$ cat config.mk
export PLATFORM = sky130hd
export DESIGN_NAME = mips_mc_ctrl
export DESIGN_NICKNAME = d
export VERILOG_FILES = /design/src/rtl/mips_pkg.sv /design/src/rtl/mips_mc_decode.sv /design/src/rtl/mips_mc_ctrl.sv
export SDC_FILE = /design/constraint.sdc
export NUM_CORES = 1
export LEC_CHECK = 0
export BUFFER_PORTS_ARGS = -buffer_cell sky130_fd_sc_hd__buf_4
export CELL_PAD_IN_SITES_DETAIL_PLACEMENT = 0
export CELL_PAD_IN_SITES_GLOBAL_PLACEMENT = 1
export CORE_MARGIN = 2
export CORE_UTILIZATION = 39
export DETAILED_ROUTE_END_ITERATION = 10
export GPL_TIMING_DRIVEN = 0
export HOLD_SLACK_MARGIN = 0.02
export PLACE_DENSITY = 0.92
export RECOVER_POWER = 100
export SYNTH_ARGS = -nofsm -noshare
export SYNTH_HDL_FRONTEND = slang
export SYNTH_SLANG_ARGS = --single-unit
$ cat constraint.sdc
create_clock -name clk -period 3.7 [get_ports clk]
set_clock_uncertainty 0.2 [all_clocks]
set_input_delay 0.37 -clock clk [delete_from_list [all_inputs] [get_ports clk]]
set_output_delay 0.37 -clock clk [all_outputs]
set_load 0.05 [all_outputs]
$ cat src/rtl/mips_pkg.sv
// Shared opcode/funct constants, FSM state encoding and datapath mux encodings
// for the multicycle MIPS controller.
package mips_pkg;

  localparam logic [5:0] OP_RTYPE = 6'b000000;
  localparam logic [5:0] OP_LW    = 6'b100011;
  localparam logic [5:0] OP_SW    = 6'b101011;
  localparam logic [5:0] OP_ADDI  = 6'b001000;
  localparam logic [5:0] OP_BEQ   = 6'b000100;
  localparam logic [5:0] OP_J     = 6'b000010;
  localparam logic [5:0] FN_JR    = 6'b001000;

  typedef enum logic [3:0] {
    S_FETCH  = 4'd0,
    S_DECODE = 4'd1,
    S_MEMADR = 4'd2,
    S_MEMRD  = 4'd3,
    S_MEMWB  = 4'd4,
    S_MEMWR  = 4'd5,
    S_EXEC   = 4'd6,
    S_ALUWB  = 4'd7,
    S_ADDIEX = 4'd8,
    S_ADDIWB = 4'd9,
    S_BRANCH = 4'd10,
    S_JUMP   = 4'd11,
    S_JR     = 4'd12
  } state_t;

  localparam logic [1:0] ALU_ADD    = 2'b00;
  localparam logic [1:0] ALU_SUB    = 2'b01;
  localparam logic [1:0] ALU_FUNCT  = 2'b10;

  localparam logic [1:0] SRCB_B     = 2'b00;
  localparam logic [1:0] SRCB_4     = 2'b01;
  localparam logic [1:0] SRCB_IMM   = 2'b10;
  localparam logic [1:0] SRCB_IMMSH = 2'b11;

  localparam logic [1:0] PC_ALU     = 2'b00;
  localparam logic [1:0] PC_ALUOUT  = 2'b01;
  localparam logic [1:0] PC_JUMP    = 2'b10;
  localparam logic [1:0] PC_REGA    = 2'b11;

  localparam logic [1:0] RD_RT      = 2'b00;
  localparam logic [1:0] RD_RD      = 2'b01;

  localparam logic [1:0] M2R_ALUOUT = 2'b00;
  localparam logic [1:0] M2R_MDR    = 2'b01;

endpackage

$ cat src/rtl/mips_mc_decode.sv
// Combinational state-to-control decode; Moore except pc_write in BRANCH (follows zero)
// and the mem_ready-qualified ir_write/pc_write in FETCH.
module mips_mc_decode
  import mips_pkg::*;
(
  input  state_t     i_state,
  input  logic       i_mem_ready,
  input  logic       i_zero,
  output logic       o_pc_write,
  output logic       o_ir_write,
  output logic       o_iord,
  output logic       o_mem_read,
  output logic       o_mem_write,
  output logic       o_reg_write,
  output logic       o_alu_src_a,
  output logic [1:0] o_reg_dst,
  output logic [1:0] o_mem_to_reg,
  output logic [1:0] o_alu_src_b,
  output logic [1:0] o_alu_op,
  output logic [1:0] o_pc_src
);

  always_comb begin
    o_pc_write   = 1'b0;
    o_ir_write   = 1'b0;
    o_iord       = 1'b0;
    o_mem_read   = 1'b0;
    o_mem_write  = 1'b0;
    o_reg_write  = 1'b0;
    o_alu_src_a  = 1'b0;
    o_reg_dst    = RD_RT;
    o_mem_to_reg = M2R_ALUOUT;
    o_alu_src_b  = SRCB_B;
    o_alu_op     = ALU_ADD;
    o_pc_src     = PC_ALU;
    case (i_state)
      S_FETCH: begin
        o_mem_read  = 1'b1;
        o_alu_src_b = SRCB_4;
        o_ir_write  = i_mem_ready;
        o_pc_write  = i_mem_ready;
      end
      S_DECODE: o_alu_src_b = SRCB_IMMSH;
      S_MEMADR: begin
        o_alu_src_a = 1'b1;
        o_alu_src_b = SRCB_IMM;
      end
      S_MEMRD: begin
        o_mem_read = 1'b1;
        o_iord     = 1'b1;
      end
      S_MEMWB: begin
        o_reg_write  = 1'b1;
        o_mem_to_reg = M2R_MDR;
      end
      S_MEMWR: begin
        o_mem_write = 1'b1;
        o_iord      = 1'b1;
      end
      S_EXEC: begin
        o_alu_src_a = 1'b1;
        o_alu_op    = ALU_FUNCT;
      end
      S_ALUWB: begin
        o_reg_write = 1'b1;
        o_reg_dst   = RD_RD;
      end
      S_ADDIEX: begin
        o_alu_src_a = 1'b1;
        o_alu_src_b = SRCB_IMM;
      end
      S_ADDIWB: o_reg_write = 1'b1;
      S_BRANCH: begin
        o_alu_src_a = 1'b1;
        o_alu_op    = ALU_SUB;
        o_pc_src    = PC_ALUOUT;
        o_pc_write  = i_zero;
      end
      S_JUMP: begin
        o_pc_src   = PC_JUMP;
        o_pc_write = 1'b1;
      end
      S_JR: begin
        o_pc_src   = PC_REGA;
        o_pc_write = 1'b1;
      end
      default: ;
    endcase
  end

endmodule

$ cat src/rtl/mips_mc_ctrl.sv
// Multicycle MIPS control FSM with retired-instruction counter and sticky illegal flag.
// 3-5 cycles per instruction plus one per memory wait cycle; mem_ready stalls FETCH/MEMRD/MEMWR.
module mips_mc_ctrl
  import mips_pkg::*;
#(
  parameter int COUNT_W = 32
) (
  input  logic               clk,
  input  logic               reset,
  input  logic [5:0]         opcode,
  input  logic [5:0]         funct,
  input  logic               zero,
  input  logic               mem_ready,
  output logic               pc_write,
  output logic               ir_write,
  output logic               iord,
  output logic               mem_read,
  output logic               mem_write,
  output logic               reg_write,
  output logic               alu_src_a,
  output logic [1:0]         reg_dst,
  output logic [1:0]         mem_to_reg,
  output logic [1:0]         alu_src_b,
  output logic [1:0]         alu_op,
  output logic [1:0]         pc_src,
  output logic [3:0]         state,
  output logic [COUNT_W-1:0] instr_count,
  output logic               illegal
);

  state_t               r_state;
  state_t               w_next;
  logic                 w_retire;
  logic                 w_bad_op;
  logic [COUNT_W-1:0]   r_count;
  logic                 r_illegal;
  state_t               w_dec_state;
  logic                 w_dec_ready;

  always_ff @(posedge clk) begin
    if (reset) r_state <= S_FETCH;
    else       r_state <= w_next;
  end

  always_comb begin
    w_next   = S_FETCH;
    w_retire = 1'b0;
    w_bad_op = 1'b0;
    case (r_state)
      S_FETCH:  w_next = mem_ready ? S_DECODE : S_FETCH;
      S_DECODE: begin
        case (opcode)
          OP_LW, OP_SW: w_next = S_MEMADR;
          OP_RTYPE:     w_next = (funct == FN_JR) ? S_JR : S_EXEC;
          OP_ADDI:      w_next = S_ADDIEX;
          OP_BEQ:       w_next = S_BRANCH;
          OP_J:         w_next = S_JUMP;
          default: begin
            w_next   = S_FETCH;
            w_bad_op = 1'b1;
          end
        endcase
      end
      S_MEMADR: w_next = (opcode == OP_SW) ? S_MEMWR : S_MEMRD;
      S_MEMRD:  w_next = mem_ready ? S_MEMWB : S_MEMRD;
      S_MEMWR: begin
        w_next   = mem_ready ? S_FETCH : S_MEMWR;
        w_retire = mem_ready;
      end
      S_EXEC:   w_next = S_ALUWB;
      S_ADDIEX: w_next = S_ADDIWB;
      S_MEMWB, S_ALUWB, S_ADDIWB, S_BRANCH, S_JUMP, S_JR: w_retire = 1'b1;
      default:  w_next = S_FETCH;
    endcase
  end

  always_ff @(posedge clk) begin
    if (reset) begin
      r_count   <= '0;
      r_illegal <= 1'b0;
    end else begin
      if (w_retire) r_count <= r_count + COUNT_W'(1);
      if (w_bad_op) r_illegal <= 1'b1;
    end
  end

  // Reset presents the FETCH decode immediately, without the write strobes.
  assign w_dec_state = reset ? S_FETCH : r_state;
  assign w_dec_ready = mem_ready & ~reset;

  mips_mc_decode u_decode (
    .i_state      (w_dec_state),
    .i_mem_ready  (w_dec_ready),
    .i_zero       (zero),
    .o_pc_write   (pc_write),
    .o_ir_write   (ir_write),
    .o_iord       (iord),
    .o_mem_read   (mem_read),
    .o_mem_write  (mem_write),
    .o_reg_write  (reg_write),
    .o_alu_src_a  (alu_src_a),
    .o_reg_dst    (reg_dst),
    .o_mem_to_reg (mem_to_reg),
    .o_alu_src_b  (alu_src_b),
    .o_alu_op     (alu_op),
    .o_pc_src     (pc_src)
  );

  assign state       = r_state;
  assign instr_count = r_count;
  assign illegal     = r_illegal;

endmodule

Yosys cells after proc, flatten, opt, wreduce, memory -nomap -nowiden
Index checks and enable logic that the tools add are counted.
Storage, ports and cells
  word-level logic and storage cells: 71
  latch bits: 0
  ROM bits: 0
  register bits: 37
  memories kept: 0
  bits in writable memories: 0
  bits of input ports: 16
Cells by class
  multiplexer cells: 23
  $mul: 0
  reductions and logical operators: 12
  add/sub/neg operators: 1
  shift operators: 0
  equal/unequal tests: 30
  magnitude comparators: 0
  divide/modulo/power cells: 0
  bitwise gates (word level): 2
Operators with widths (number)
  4-bit equality test, second input constant: 10
  32-bit by 1-bit adder with 32-bit output, second input constant: 1
  4-bit by 3-bit equality test with 1-bit output, second input constant: 8
  4-bit case mux with 7 select lines: 1
  4-bit case mux with 5 select lines: 1
  4-bit by 2-bit equality test with 1-bit output, second input constant: 4
  6-bit by 4-bit equality test with 1-bit output, second input constant: 2
  6-bit equality test, second input constant: 2
  2-bit case mux with 3 select lines: 2
  6-bit OR reduction: 2
  1-bit two-way mux: 11
  2-bit OR reduction: 5
  3-bit two-way mux: 3
  4-bit by 1-bit equality test with 1-bit output, second input constant: 2
  4-bit logical NOT: 2
  4-bit two-way mux: 2
  6-bit by 2-bit equality test with 1-bit output, second input constant: 1
  6-bit by 3-bit equality test with 1-bit output, second input constant: 1
  6-bit logical NOT: 1
  2-bit case mux with 2 select lines: 1
  4-bit OR reduction: 1
  1-bit case mux with 3 select lines: 1
  3-bit OR reduction: 1
  1-bit case mux with 2 select lines: 1
  other kinds (2): 2

Longest topological paths before layout
  depth in word-level cells: 4
  depth in mapped cells: 8
  mapped depth without buffers: 6

By module
A second synthesis with hierarchy kept.
Second synthesis, totals
  cell total of the unflattened synthesis: 285
  area, all modules: 2240.9 µm²
By module, submodules not included
  mips_mc_ctrl: times used 1, cells each 243, area each 1968.1 µm², seq. area each 740.7 µm²
  mips_mc_decode: times used 1, cells each 42, area each 272.8 µm², seq. area each 0.0 µm²

Worst setup path before layout
No wires, ideal clock.
  path kind: flip-flop to output port
  start: register r_state[1] (netlist: state[1])
  end: output port mem_read
  buffers on the path: 2
  cell stages (with the launch flop): 5
  arrival time: 2845 ps
  data required time: 3130 ps
  setup slack: 285 ps
  cell sequence: dfxtp_1 > buf_4 > clkbuf_1 > nor2_1 > o41ai_1
Between the ends
  word-level cells in the longest chain between the ends: 4
  elaborated cells between the ends (all ways): 5
  classes of those cells: eq/ne: 1; mux: 2; reduce/logical: 2
Ends and longest elaborated chain
  start, declared: line mips_mc_ctrl.sv:31  | state_t r_state;
  start signal, assigned: line mips_mc_ctrl.sv:42  | else r_state <= w_next;
  4-bit two-way mux *: line mips_mc_ctrl.sv:88  | assign w_dec_state = reset ? S_FETCH : r_state;
  4-bit by 2-bit equality test with 1-bit output / 4-bit logical NOT (equally long branches): line mips_mc_decode.sv:36  | case (i_state)
  2-bit OR reduction (no source line) *
  1-bit two-way mux *: line mips_mc_decode.sv:36
  end, declared: line mips_mc_ctrl.sv:17  | output logic mem_read,
Mark *: on every way between the ends. The rest lies on a longest branch, timed or not.

Worst setup path in the final report
  start: register r_state[1] (netlist: state[1])
  end: output port reg_write
Between the ends
  word-level cells in the longest chain between the ends: 4
  elaborated cells between the ends (all ways): 6
  classes of those cells: eq/ne: 3; mux: 2; reduce/logical: 1
Ends and longest elaborated chain
  4-bit two-way mux *: line mips_mc_ctrl.sv:88
  4-bit equality test / 4-bit by 3-bit equality test with 1-bit output (equally long branches): line mips_mc_decode.sv:36
  3-bit OR reduction (no source line) *
  1-bit two-way mux *: line mips_mc_decode.sv:36
  end, declared: line mips_mc_ctrl.sv:19  | output logic reg_write,
Marks and branches as above.

==> implementation parameters <==
Parameter                              Value

Status
  Run status    finished clean

Finish
  Area overhead of the layout relative to synthesis    22.0%
  Area of the multi-input gates    approximately 1300 sq um
  Ratio of cells with drive above 1 in the final layout    10.0%
  Most common library cell in the layout ignoring fill and taps    clkbuf_1
  Commonest non-fill, non-tap cells in the layout    clkbuf_1 (65), dfxtp_1 (37), nor2_1 (36)
  Filler cell count in the final layout    roughly 600
  Number of inserted diodes    0
  Number of nets in the final layout    around 370
  Area used by sequential logic in the layout    ~740 sq um

Power
  Leak pwr    between 0.9 and 1 nW
  Total design power    between 0.8 and 0.9 mW
  Power per unit of standard cell area    roughly 320 nW/um^2
  Highest ir drop seen on vdd    around 140 uV

Floorplanning
  Count of pins on the block boundary    70
  Chip Height    just under 80 um
  Placement row count    27
  Die span in x    78.8 um
  Area of the placeable core    5470 sq um
  Effective utilization at floorplan    39.9%
  Die outline area    roughly 6200 sq um

Placed design
  Buffers added on ports    67
  DP Worst Slack    about 1.4 ns
  Final weighted congestion of routability-driven global placement    approximately 0.9
  Half-perimeter wire length after placement    4260 um

Setup path
  Data required, critical path    between 3 and 4 ns
  Critical Setup Path Class    flip-flop to output pin
  Critical Path Most Common Cell    clkbuf_1
  Critical Path Sink Type    output pin
  Critical path, cell by cell    clkbuf_1, clkbuf_1, nand3b_1, and3_1, a211oi_1, clkbuf_1
  Maximum fanout along the worst path    10
  Buffers & Inverters on Critical Path    3
  Cell family with the largest share of critical-path delay    buffers and inverters
  Slowest CP cell    clkbuf_1
  Startpoint types    flip-flop
  Delay of the slowest cell on the worst path    ~0.50 ns
  Critical Path AT    roughly 2.5 ns

Drt
  Detail-routed net length per standard cell    13.7 um
  Number of DRC markers in iteration 0    ~130
  Detail Route Antenna Nets    0
  Routed wire length    between 5000 and 6000 um
  First-pass iteration count of the detailed router    4
  Routed via count divided by cell count    around 5.3
  Number of remaining DRC errors    0
  Via count    between 2k and 2.5k

CTS
  Number of gates given a new drive strength after cts    0
  Clock tree root driver cell    clkbuf_8
  Clock latency on the worst-skew pair    roughly 0.30 ns
  Clock transition at the registers of the reported paths    around 0.070 ns
  H-tree level count    2
  CTS Buf Count    5
  Hold_buf cts    0
  Max Buffers Root-to-Sink    2
  CTS tree    built
  Post-CTS setup-driven buffer insertion count    0
  Clk sinks    37

Timing
  Post-route setup TNS    0 ns
  Setup repair after global routing missed its margin    no
  Fin Hold WS    ~0.21 ns
  Crit share post-route    between 80% and 90%
  Transition time at the pin with the least slew margin    between 0.6 and 0.7 ns
  Final worst setup slack    around 0.64 ns
  Count of final hold-check violations    0
  Total count of max-transition violations in the final report    0
  Worst rel slew slack    53.6%
  Period minus WS final    between 3 and 4 ns
  Timing-limited maximum frequency    about 330 MHz
  Final setup violating endpoints    0

Logic synthesis
  Number of synthesized register bits    37
  Average cell area after synthesis    approximately 8 sq um
  Count of cell types in the netlist    ~50
  Post-synth EDFFs    0
  Syn Inst Count    274
  Number of warnings reported in the yosys synthesis log    0
  Most used DFF post-synth    dfxtp_1
  Cell area after synthesis    between 2000 and 2500 sq um
  Sequential share of the synthesized area    33.9%
  Proportion of synthesized flip-flops having asynchronous set or reset    0%

Global route
  Global route total overflow    0
  Antenna violations before repair    0
  Largest net degree at the start of global routing    12
  Total routing resource utilization after global routing    18.4%
  Wire length of the first global-routing pass    roughly 9200 um
  Number of global-route vias before repair    ~2.0k

Min path
  Worst hold path type    input port to flip-flop

Flow run
  Number of violations of the max-capacitance limit    0
==> worst min-delay path, stage by stage <==
cell	delay, ns
buf_4	0.13
nand4_1	0.07
a31oi_1	0.08
==> cell usage after synthesis, types with 3 or more instances <==
cell type / number / area, sq um
nand2_1: 22 / 82.6
o21ai_0: 17 / 85.1
o2111ai_1: 11 / 96.3
nand4_1: 4 / 25.0
nor2_1: 36 / 135
a21oi_1: 18 / 90.1
and3_1: 11 / 68.8
nand2b_1: 3 / 18.8
inv_1: 6 / 22.5
xor2_1: 21 / 184
buf_4: 6 / 45.0
nor3_1: 12 / 60.1
dfxtp_1: 37 / 741
or3_1: 9 / 56.3
o21ai_1: 4 / 20.0
clkbuf_1: 9 / 33.8
o211ai_1: 6 / 45.0
o211ai_2: 3 / 37.5
==> power by group <==
| part | switching (mW) | internal (mW) | leakage, nW | total, mW |
|---|---|---|---|---|
| Sequential | 0.00144 | 0.400 | 0.298 | 0.401 |
| Clock | 0.146 | 0.220 | 0.0585 | 0.366 |
| Combinational | 0.0593 | 0.0273 | 0.574 | 0.0867 |
| Total | 0.207 | 0.647 | 0.931 | 0.854 |
==> layer usage <==
metal	part of all wire [%]	track usage [%]
met5	0	0
met3	5.4	5.45
met2	45	29.1
met4	0.55	3.62
met1	49	25.2
==> stage by stage <==
step	cell area, sq um	std cells	util [%]
floorplan	2190	275	-
global placement	2780	414	50.8
detailed placement	2780	414	50.8
CTS	2900	422	52.9
global route	2670	422	48.7
finish	2670	422	48.7
==> final cells by class <==
class                   instances  area share [%]
plain buffers                  18            3.19
clock buffers                   7            3.24
clock inverters                 1            1.13
inverters                       6           0.845
multi-input cells             214            48.9
flip-flops and latches         37            27.8
well taps                      72            3.38
repair buffers                 67            11.5
==> registers in the layout (all words and copies together), names as in the netlist <==
| register | flops |
|---|---|
| instr_count | 32 |
| state | 4 |
| illegal | 1 |
==> worst paths after layout <==
check	from	to	slack (ns)	cells after the start
worst max-delay path	state[1]	reg_write	0.64	6
worst max register to register	state[1]	instr_count[8]	0.78	8
worst min-delay path	opcode[1]	state[0]	0.21	3
worst min register to register	illegal	illegal	0.25	2
==> cells by family (layout without fill, tap and decap cells) <==
group,count (synthesis),in the layout,share of synthesized area (%)
AOI/OAI and AO/OA,75,75,23.8
adders and majority gates,1,1,0.573
and+or+nand+nor,114,114,27.1
DFF,37,37,33.9
other,1,2,0.172
xor gates and xnor gates,21,21,8.42
buffers and inverters,24,99,5.61
muxes,1,1,0.458
Note: power is estimated with default switching activity, not from simulation.
